**src/rtl/cpu_pkg.sv**
```systemverilog
`default_nettype none
// +----------------------------------------------------------------------+
// | cpu_pkg                                                              |
// | Shared constants and types for the 16-bit processor front end:       |
// | opcode field width, well-known opcodes, the bubble word and the      |
// | fetch FSM state encoding.                                            |
// | Revision: 1.0                                                        |
// +----------------------------------------------------------------------+
package cpu_pkg;

  localparam int OP_W = 6;

  localparam logic [OP_W-1:0] OP_NOP  = 6'b000000;
  localparam logic [OP_W-1:0] OP_HALT = 6'b111111;

  // Bubble instruction: an all-zero word decodes as OP_NOP.
  localparam logic [31:0] NOP_WORD = 32'h0000_0000;

  typedef enum logic [1:0] {
    ST_BOOT = 2'd0,
    ST_RUN  = 2'd1,
    ST_HALT = 2'd2
  } fetch_state_e;

endpackage
`default_nettype wire

```
**src/rtl/sat_counter16.sv**
```systemverilog
`default_nettype none
// +----------------------------------------------------------------------+
// | sat_counter16                                                        |
// | 16-bit up-counter with enable that sticks at all-ones.               |
// | Revision: 1.0                                                        |
// +----------------------------------------------------------------------+
module sat_counter16 (
  input  logic        clk,
  input  logic        rst_n,
  input  logic        i_en,
  output logic [15:0] o_count
);

  logic [15:0] r_count;

  // Count enabled cycles; once all-ones is reached the value holds.
  always_ff @(posedge clk or negedge rst_n) begin
    if (!rst_n) begin
      r_count <= '0;
    end else if (i_en && (r_count != 16'hFFFF)) begin
      r_count <= r_count + 16'd1;
    end
  end

  assign o_count = r_count;

endmodule
`default_nettype wire

```
**src/rtl/fetch_ctrl.sv**
```systemverilog
`default_nettype none
// +----------------------------------------------------------------------+
// | fetch_ctrl                                                           |
// | Instruction-fetch controller: owns the PC, addresses program memory, |
// | loads the instruction register, obeys stall/stall_pm from the stall  |
// | block, handles branch redirects and a terminal HALT state.           |
// | Revision: 1.0                                                        |
// +----------------------------------------------------------------------+
module fetch_ctrl
  import cpu_pkg::*;
#(
  parameter int                PC_W     = 16,
  parameter int                IW       = 32,
  parameter logic [PC_W-1:0]   RESET_PC = '0,
  parameter logic [IW-1:0]     NOP      = IW'(NOP_WORD),
  parameter logic [OP_W-1:0]   HALT_OP  = OP_HALT
) (
  input  logic              clk,
  input  logic              reset,
  input  logic              stall,
  input  logic              stall_pm,
  input  logic              redirect,
  input  logic [PC_W-1:0]   redirect_pc,
  input  logic [IW-1:0]     pm_data,
  output logic [PC_W-1:0]   pm_addr,
  output logic [IW-1:0]     ir,
  output logic [OP_W-1:0]   op,
  output logic              ir_valid,
  output logic              halted,
  output logic [15:0]       bubble_cnt
);

  fetch_state_e        r_state;
  logic [PC_W-1:0]     r_pc;
  logic [IW-1:0]       r_ir;
  logic                r_ir_valid;

  logic                w_halt_now;
  logic                w_bubble;

  // A valid HALT sitting in the IR wins over everything else this cycle,
  // including a redirect, so the halting edge neither moves the PC nor
  // counts a bubble.
  assign w_halt_now = (r_state == ST_RUN) && r_ir_valid &&
                      (r_ir[IW-1 -: OP_W] == HALT_OP);

  // Only ordinary RUN cycles that squash the fetch are counted; the BOOT
  // bubble and the HALT-entry bubble are not.
  assign w_bubble = (r_state == ST_RUN) && !w_halt_now && (redirect || stall);

  // Fetch FSM: PC, IR and valid flag all advance together on one edge.
  always_ff @(posedge clk or negedge reset) begin
    if (!reset) begin
      r_state    <= ST_BOOT;
      r_pc       <= RESET_PC;
      r_ir       <= NOP;
      r_ir_valid <= 1'b0;
    end else begin
      case (r_state)
        ST_BOOT: begin
          r_ir       <= NOP;
          r_ir_valid <= 1'b0;
          r_state    <= ST_RUN;
        end
        ST_RUN: begin
          if (w_halt_now) begin
            r_ir       <= NOP;
            r_ir_valid <= 1'b0;
            r_state    <= ST_HALT;
          end else begin
            if (redirect) begin
              r_pc <= redirect_pc;
            end else if (!stall_pm) begin
              r_pc <= r_pc + PC_W'(1);
            end
            if (redirect || stall) begin
              r_ir       <= NOP;
              r_ir_valid <= 1'b0;
            end else begin
              r_ir       <= pm_data;
              r_ir_valid <= 1'b1;
            end
          end
        end
        ST_HALT: begin
          r_ir       <= NOP;
          r_ir_valid <= 1'b0;
        end
        default: begin
          r_ir       <= NOP;
          r_ir_valid <= 1'b0;
          r_state    <= ST_BOOT;
        end
      endcase
    end
  end

  sat_counter16 u_bubble_cnt (
    .clk     (clk),
    .rst_n   (reset),
    .i_en    (w_bubble),
    .o_count (bubble_cnt)
  );

  assign pm_addr  = r_pc;
  assign ir       = r_ir;
  assign op       = r_ir[IW-1 -: OP_W];
  assign ir_valid = r_ir_valid;
  assign halted   = (r_state == ST_HALT);

endmodule
`default_nettype wire
```
**config.mk**
```make
export PLATFORM = sky130hd
export DESIGN_NAME = fetch_ctrl
export DESIGN_NICKNAME = d
export VERILOG_FILES = /design/src/rtl/cpu_pkg.sv /design/src/rtl/sat_counter16.sv /design/src/rtl/fetch_ctrl.sv
export SDC_FILE = /design/constraint.sdc
export NUM_CORES = 1
export LEC_CHECK = 0
export ABC_CLOCK_PERIOD_IN_PS = 3300
export BUFFER_PORTS_ARGS = -buffer_cell sky130_fd_sc_hd__buf_4
export CORE_MARGIN = 5
export CORE_UTILIZATION = 46
export CTS_BUF_LIST = sky130_fd_sc_hd__clkbuf_8
export DETAILED_ROUTE_END_ITERATION = 12
export GPL_TIMING_DRIVEN = 1
export PLACE_DENSITY_LB_ADDON = 0.08
export SYNTH_ARGS = -nofsm -noshare
export SYNTH_HDL_FRONTEND = slang
export SYNTH_SLANG_ARGS = --single-unit
```
**constraint.sdc**
```tcl
create_clock -name clk -period 3.3 [get_ports clk]
set_input_delay 0.33 -clock clk [delete_from_list [all_inputs] [get_ports clk]]
set_output_delay 0.33 -clock clk [all_outputs]
set_load 0.005 [all_outputs]
```
==> impl_metrics.py, run 1 <==
metrics = {
    "cts": {
        "post_cts_buffers": 0,
        "clk_latency_ps": 330,
        "cts_max_path_buffers": 2,
        "clkTransAtPathRegs_ps": 80,
        "hold_buffers": 0,
        "cts_resized": 0,
        "clock-root-buffer": "clkbuf_8",
        "h-tree-depth": 3,
        "cts.sinks": 67,
        "tritoncts": "yes",
        "cts_buffers": 9,
    },
    "run_status": {
        "status": "complete, no violations",
    },
    "global_route": {
        "track_usage_pct": 18.9,
        "antenna_found_initial": 0,
        "grt_max_degree": 68,
        "grt_pass1_wl_um": 12500,
        "gr-total-overflow": 0,
        "grt_pass1_vias": 2563,
    },
    "critical_path": {
        "required_ps": 3520,
        "cp.arrival_ps": 2000,
        "cp-start-kind": "register",
        "end_kind": "register",
        "worst-path-buf-inv": 0,
        "slowest_stage": "a211oi_2",
        "path_cells": "ha_1, nand4_1, nor2_1, a211oi_2, nand3_1, xnor2_1",
        "criticalPathCategory": "reg2reg",
        "critPathMaxStageDelay_ps": 470,
        "crit_fanout": 7,
        "path_delay_family": "compound AO/OA/AOI/OAI gates",
    },
    "placement": {
        "dp_cells": 464,
        "pre_cts_ws_ps": 1550,
        "portBuffers": 124,
        "dp_hpwl_um": 5450,
        "placed_cell_area_sq_um": 3950,
        "globalplace.congestion": 0.789,
    },
    "pwr": {
        "clkPwrFrac_pct": 35.8,
        "power.leakage_nw": 2.04,
        "finalPower_mw": 2.15,
        "switching_share_pct": 26.9,
        "vdd_drop_max_uv": 441,
        "p_comb_share_pct": 17.3,
        "p_seq_share_pct": 46.9,
        "power_switching_mw": 0.578,
        "power_density_nw_per_um2": 514,
        "p_int_mw": 1.57,
    },
    "detailed_routing": {
        "wl_um": 7540,
        "firstDrtPassIters": 6,
        "dr_total_vias": 2533,
        "wl_per_cell_um": 15.7,
        "drc": 0,
        "ant_nets": 0,
        "vias_per_cell": 5.28,
        "drt_iter0_markers": 119,
    },
    "sta": {
        "maxSlewHeadroom_pct": 44.0,
        "max_freq_ghz": 0.562,
        "worstMarginPinSlew_ps": 840,
        "fin_ws_ps": 1520,
        "maxSlewViolCount": 0,
        "whs_ps": 93.9,
        "tns_ps": 0,
        "rsz0062_at_grt": "no",
        "fin_worst_skew_ps": 6.80,
        "finalCritPeriodShare_pct": 54.0,
        "setup_viol": 0,
        "finalHoldViolCount": 0,
        "fin_crit_ps": 1780,
    },
    "layout": {
        "postLayoutCoreUtil_pct": 65.8,
        "drive_gt1_share_pct": 39.5,
        "final_nets": 453,
        "area_growth_pct": 38.9,
        "diodes": 0,
        "fin_area_sq_um": 4180,
        "fillerInstances": 536,
        "finalNonFillerCells": 480,
    },
    "yosys": {
        "synthFlopType": "dfrtp_1",
        "yosysTopAreaCell": "dfrtp_1",
        "synth-async-reset-ratio_pct": 100,
        "mappedNetlistNets": 331,
        "synth_seq_cells": 67,
        "ys_warn_count": 0,
        "ys_seq_area_share_pct": 55.7,
        "synth_edf_count": 0,
        "netlist_top_cells_area": "dfrtp_1, and2_1, nand3_1, nand4_1, a21oi_1",
        "synth_cells": 276,
        "yosysTopAreaCellShare_pct": 55.7,
        "synthesis.area_sq_um": 3010,
        "syn_area_per_cell_sq_um": 10.9,
        "synth_cell_type_count": 50,
    },
    "run": {
        "drv_cap": 0,
    },
    "die": {
        "num_rows": 29,
        "die_w_um": 90.9,
        "core-area_sq_um": 6350,
        "dieArea_sq_um": 8260,
        "io_pins": 125,
        "initial_core_util_pct": 47.4,
        "die_y_um": 90.9,
    },
    "worst_hold_path": {
        "hp-class": "in2async",
    },
}
## path summary, 6_finish.rpt
check | start | end | slack (ps) | depth (start not counted)
hold / removal | reset | u_bubble_cnt.o_count[13] | 90 | 1
setup / recovery | u_bubble_cnt.o_count[0] | u_bubble_cnt.o_count[9] | 1520 | 6
min in group clk | pm_data[1] | ir[1] | 200 | 2
setup reg to reg | u_bubble_cnt.o_count[0] | u_bubble_cnt.o_count[9] | 1520 | 6
max in group asynchronous | reset | ir[3] | 2660 | 1
hold reg to reg | r_state[1] | r_state[0] | 440 | 1
## cell usage after synthesis, types with 2 or more instances
library cell,n
or3_1,3
a31oi_1,2
nand2b_1,2
buf_6,2
nand3_1,18
o22ai_1,5
mux2_2,2
a31o_2,2
buf_2,4
a21o_2,3
a22oi_1,4
buf_4,7
inv_1,3
ha_1,2
and4_4,2
clkbuf_1,3
a221o_1,3
and2_1,33
nand2_1,9
nor3b_1,2
o21ai_0,5
nand4_1,14
xnor2_1,9
dfrtp_1,67
nor3_1,7
and3_1,5
nor2_1,14
nor2b_1,2
xor2_1,5
a21oi_1,17
## cells in the final DEF (no fill, tap or decap), drive strengths merged, types with 3 or more instances in the layout
cell    netlist  final
clkbuf        3     10
dfrtp        67     67
o21ai         6      6
or3           3      3
clkinv        1      3
and4          3      3
and3          7      7
nor2         14     14
inv           3      3
nor3          8      8
a21oi        17     17
buf          13    127
o22ai         5      5
nand2         9      9
a21o          3      3
xor2          5      5
xnor2         9      9
a22oi         4      4
nand3        18     18
and2         33     33
nand4        14     14
a221o         3      3
## sequential cells by signal, summed over array words and instances, names as in the netlist
name / flops
u_bubble_cnt.o_count: 16
ir: 32
r_state: 2
pm_addr: 16
ir_valid: 1
## area by class of cell
cell class                 instances  area, sq um  share of cell area [%]
sequential                        67         1680                    40.1
multi-input combinational        189         1210                    29.0
timing repair buffer             127          953                    22.8
clock buffer                      10          138                    3.29
tap                               77         96.3                    2.31
clock inverter                     6         88.8                    2.13
inverter                           4         15.0                   0.359
## cells by family (layout without fill, tap and decap cells)
group | Yosys count | count (layout) | share of synthesized area (%)
AO/OA/AOI/OAI | 49 | 49 | 10.9
XOR/XNOR | 14 | 14 | 4.08
adder cells (fa/ha/maj) | 2 | 2 | 0.832
buffers and inverters | 20 | 147 | 4.03
flip-flops | 67 | 67 | 55.7
multiplexers | 3 | 3 | 1.08
AND/OR/NAND/NOR | 121 | 121 | 23.3
## metal layers
layer	global-route usage [%]	share of wire, %	wire length (um)
met5	0	0	0
met4	7.70	1.4	107
met3	8.08	10	789
met2	28.5	47	3530
met1	23.8	41	3120
## power groups by stage
stage | combinational (mW) | clock, mW | sequential [mW]
final | 0.372 | 0.768 | 1.01
after detailed placement | 0.379 | 0 | 1.02
after floorplan | 0.158 | 0 | 1.01
after CTS | 0.382 | 0.786 | 1.01
after global routing | 0.418 | 0.824 | 1.02
after global placement | 0.372 | 0 | 1.02
Note: power is estimated with default switching activity, not from simulation.
==> run 2: changes to the inputs <==
--- a/config.mk
+++ b/config.mk
@@ -5,7 +5,7 @@
 export SDC_FILE = /design/constraint.sdc
 export NUM_CORES = 1
 export LEC_CHECK = 0
-export ABC_CLOCK_PERIOD_IN_PS = 3300
+export ABC_CLOCK_PERIOD_IN_PS = 1850
 export BUFFER_PORTS_ARGS = -buffer_cell sky130_fd_sc_hd__buf_4
 export CORE_MARGIN = 5
 export CORE_UTILIZATION = 46
==> constraint.sdc (replaced) <==
create_clock -name clk -period 1.85 [get_ports clk]
set_input_delay 0.185 -clock clk [delete_from_list [all_inputs] [get_ports clk]]
set_output_delay 0.185 -clock clk [all_outputs]
set_load 0.005 [all_outputs]
==> impl_metrics.py, run 2 (same netlist as run 1, synthesis figures left out) <==
metrics = {
    "die": {
        "num_rows": 29,
        "die_y_um": 90.9,
        "die_w_um": 90.9,
        "io_pins": 125,
        "core-area_sq_um": 6350,
        "dieArea_sq_um": 8260,
        "initial_core_util_pct": 47.4,
    },
    "sta": {
        "maxSlewHeadroom_pct": 65.2,
        "finalCritPeriodShare_pct": 93.3,
        "tns_ps": 0,
        "fin_crit_ps": 1730,
        "max_freq_ghz": 0.580,
        "setup_viol": 0,
        "whs_ps": 50.9,
        "fin_worst_skew_ps": 8.76,
        "worstMarginPinSlew_ps": 523,
        "finalHoldViolCount": 0,
        "maxSlewViolCount": 0,
        "rsz0062_at_grt": "no",
    },
    "critical_path": {
        "cp.arrival_ps": 1950,
        "crit_fanout": 7,
        "reg2reg_from": "pm_addr[2]",
        "end_kind": "register",
        "criticalPathCategory": "reg2reg",
        "cp-start-kind": "register",
        "r2r_slack_ps": 120,
        "required_ps": 2070,
        "crit_start": "pm_addr[2]",
    },
    "placement": {
        "portBuffers": 124,
        "dp_cells": 472,
        "dp_hpwl_um": 5740,
        "globalplace.congestion": 0.796,
    },
    "cts": {
        "post_cts_buffers": 0,
        "clock-root-buffer": "clkbuf_8",
        "h-tree-depth": 3,
        "cts_resized": 0,
        "cts.sinks": 67,
        "tritoncts": "yes",
        "cts_buffers": 9,
        "hold_buffers": 1,
        "cts_max_path_buffers": 2,
        "clk_latency_ps": 330,
        "clkTransAtPathRegs_ps": 80,
    },
    "layout": {
        "multi_input_area_sq_um": 1210,
        "diodes": 0,
        "drive_gt1_share_pct": 40.5,
        "largest_register_ffs": 32,
        "final_nets": 462,
        "area_growth_pct": 41.2,
        "layout_commonest_cell": "buf_4",
        "finalNonFillerCells": 489,
        "register_area_sq_um": 1680,
        "final_cell_mix": "buf_4, dfrtp_1, and2_1",
        "fillerInstances": 524,
    },
    "global_route": {
        "track_usage_pct": 19.2,
        "gr-total-overflow": 0,
        "grt_pass1_wl_um": 12900,
        "grt_max_degree": 39,
        "grt_pass1_vias": 2569,
        "antenna_found_initial": 0,
    },
    "pwr": {
        "power.leakage_nw": 2.09,
        "p_comb_share_pct": 19.1,
        "clkPwrFrac_pct": 32.9,
        "p_int_mw": 2.69,
        "vdd_drop_max_uv": 513,
        "power_density_nw_per_um2": 872,
        "finalPower_mw": 3.70,
        "power_switching_mw": 1.01,
        "switching_share_pct": 27.4,
        "p_seq_share_pct": 48.0,
    },
    "detailed_routing": {
        "wl_um": 7700,
        "vias_per_cell": 5.32,
        "drt_iter0_markers": 211,
        "drc": 0,
        "dr_total_vias": 2603,
        "firstDrtPassIters": 4,
        "ant_nets": 0,
        "wl_per_cell_um": 15.7,
    },
    "run": {
        "drv_cap": 0,
    },
    "run_status": {
        "status": "complete, no violations",
    },
    "worst_hold_path": {
        "hp-class": "in2reg",
        "hold_start": "pm_data[2]",
    },
}
==> run 2: cell types whose count changed in the layout (fill, tap and decap cells not counted) <==
cell	delta
clkinv_4	-1
buf_4	+6
dlygate4sd3_1	+1
inv_6	+1
buf_12	+2
bufinv_16	-1
clkinv_2	+1
==> run 2: path summary, 6_finish.rpt <==
check | to | cells after the start
max | pm_addr[9] | 5
min | ir[2] | 2
min reg2reg | r_state[0] | 1
min in group asynchronous | u_bubble_cnt.o_count[12] | 2
max reg2reg | pm_addr[9] | 5
max in group asynchronous | ir[6] | 3
==> run 2: area by class of cell <==
| class | count | share of cell area, % |
|---|---|---|
| tap | 77 | 2.27 |
| clock inverter | 6 | 1.50 |
| timing repair buffer | 136 | 24.7 |
| multi-input combinational | 189 | 28.5 |
| clock buffer | 10 | 3.24 |
| inverter | 4 | 0.353 |
| sequential | 67 | 39.5 |
==> run 2: per-stage QoR <==
step	area [sq um]	setup WS, ps	util (%)
global placement	4040	192	63.6
global route	4250	6.69	66.9
finish	4250	124	66.9
CTS	4250	136	66.9
floorplan	3010	261	-
detailed placement	4040	151	63.6
==> run 2: critical path: stages (launching register included) <==
cell and delay [ps]:
dfrtp_1 470, nand4_1 240, nor2_1 240, nor4b_1 390, nand3_1 120, nor3b_1 150
==> run 2: layer usage <==
layer | up-vias | share of wire [%] | global-route usage [%]
met5 | - | 0 | 0
met4 | 0 | 1.1 | 5.75
met3 | 9 | 12 | 10.6
met2 | 116 | 46 | 27.7
met1 | 1238 | 41 | 24.8
li1 | 1240 | - | -
==> run 2: power groups by stage <==
stage	sequential [mW]	clock, mW	combinational (mW)
2_1_floorplan	1.79	0	0.282
3_3_place_gp	1.80	0	0.704
3_5_place_dp	1.80	0	0.719
4_1_cts	1.78	1.25	0.722
5_1_grt	1.81	1.32	0.792
6_report	1.78	1.22	0.708
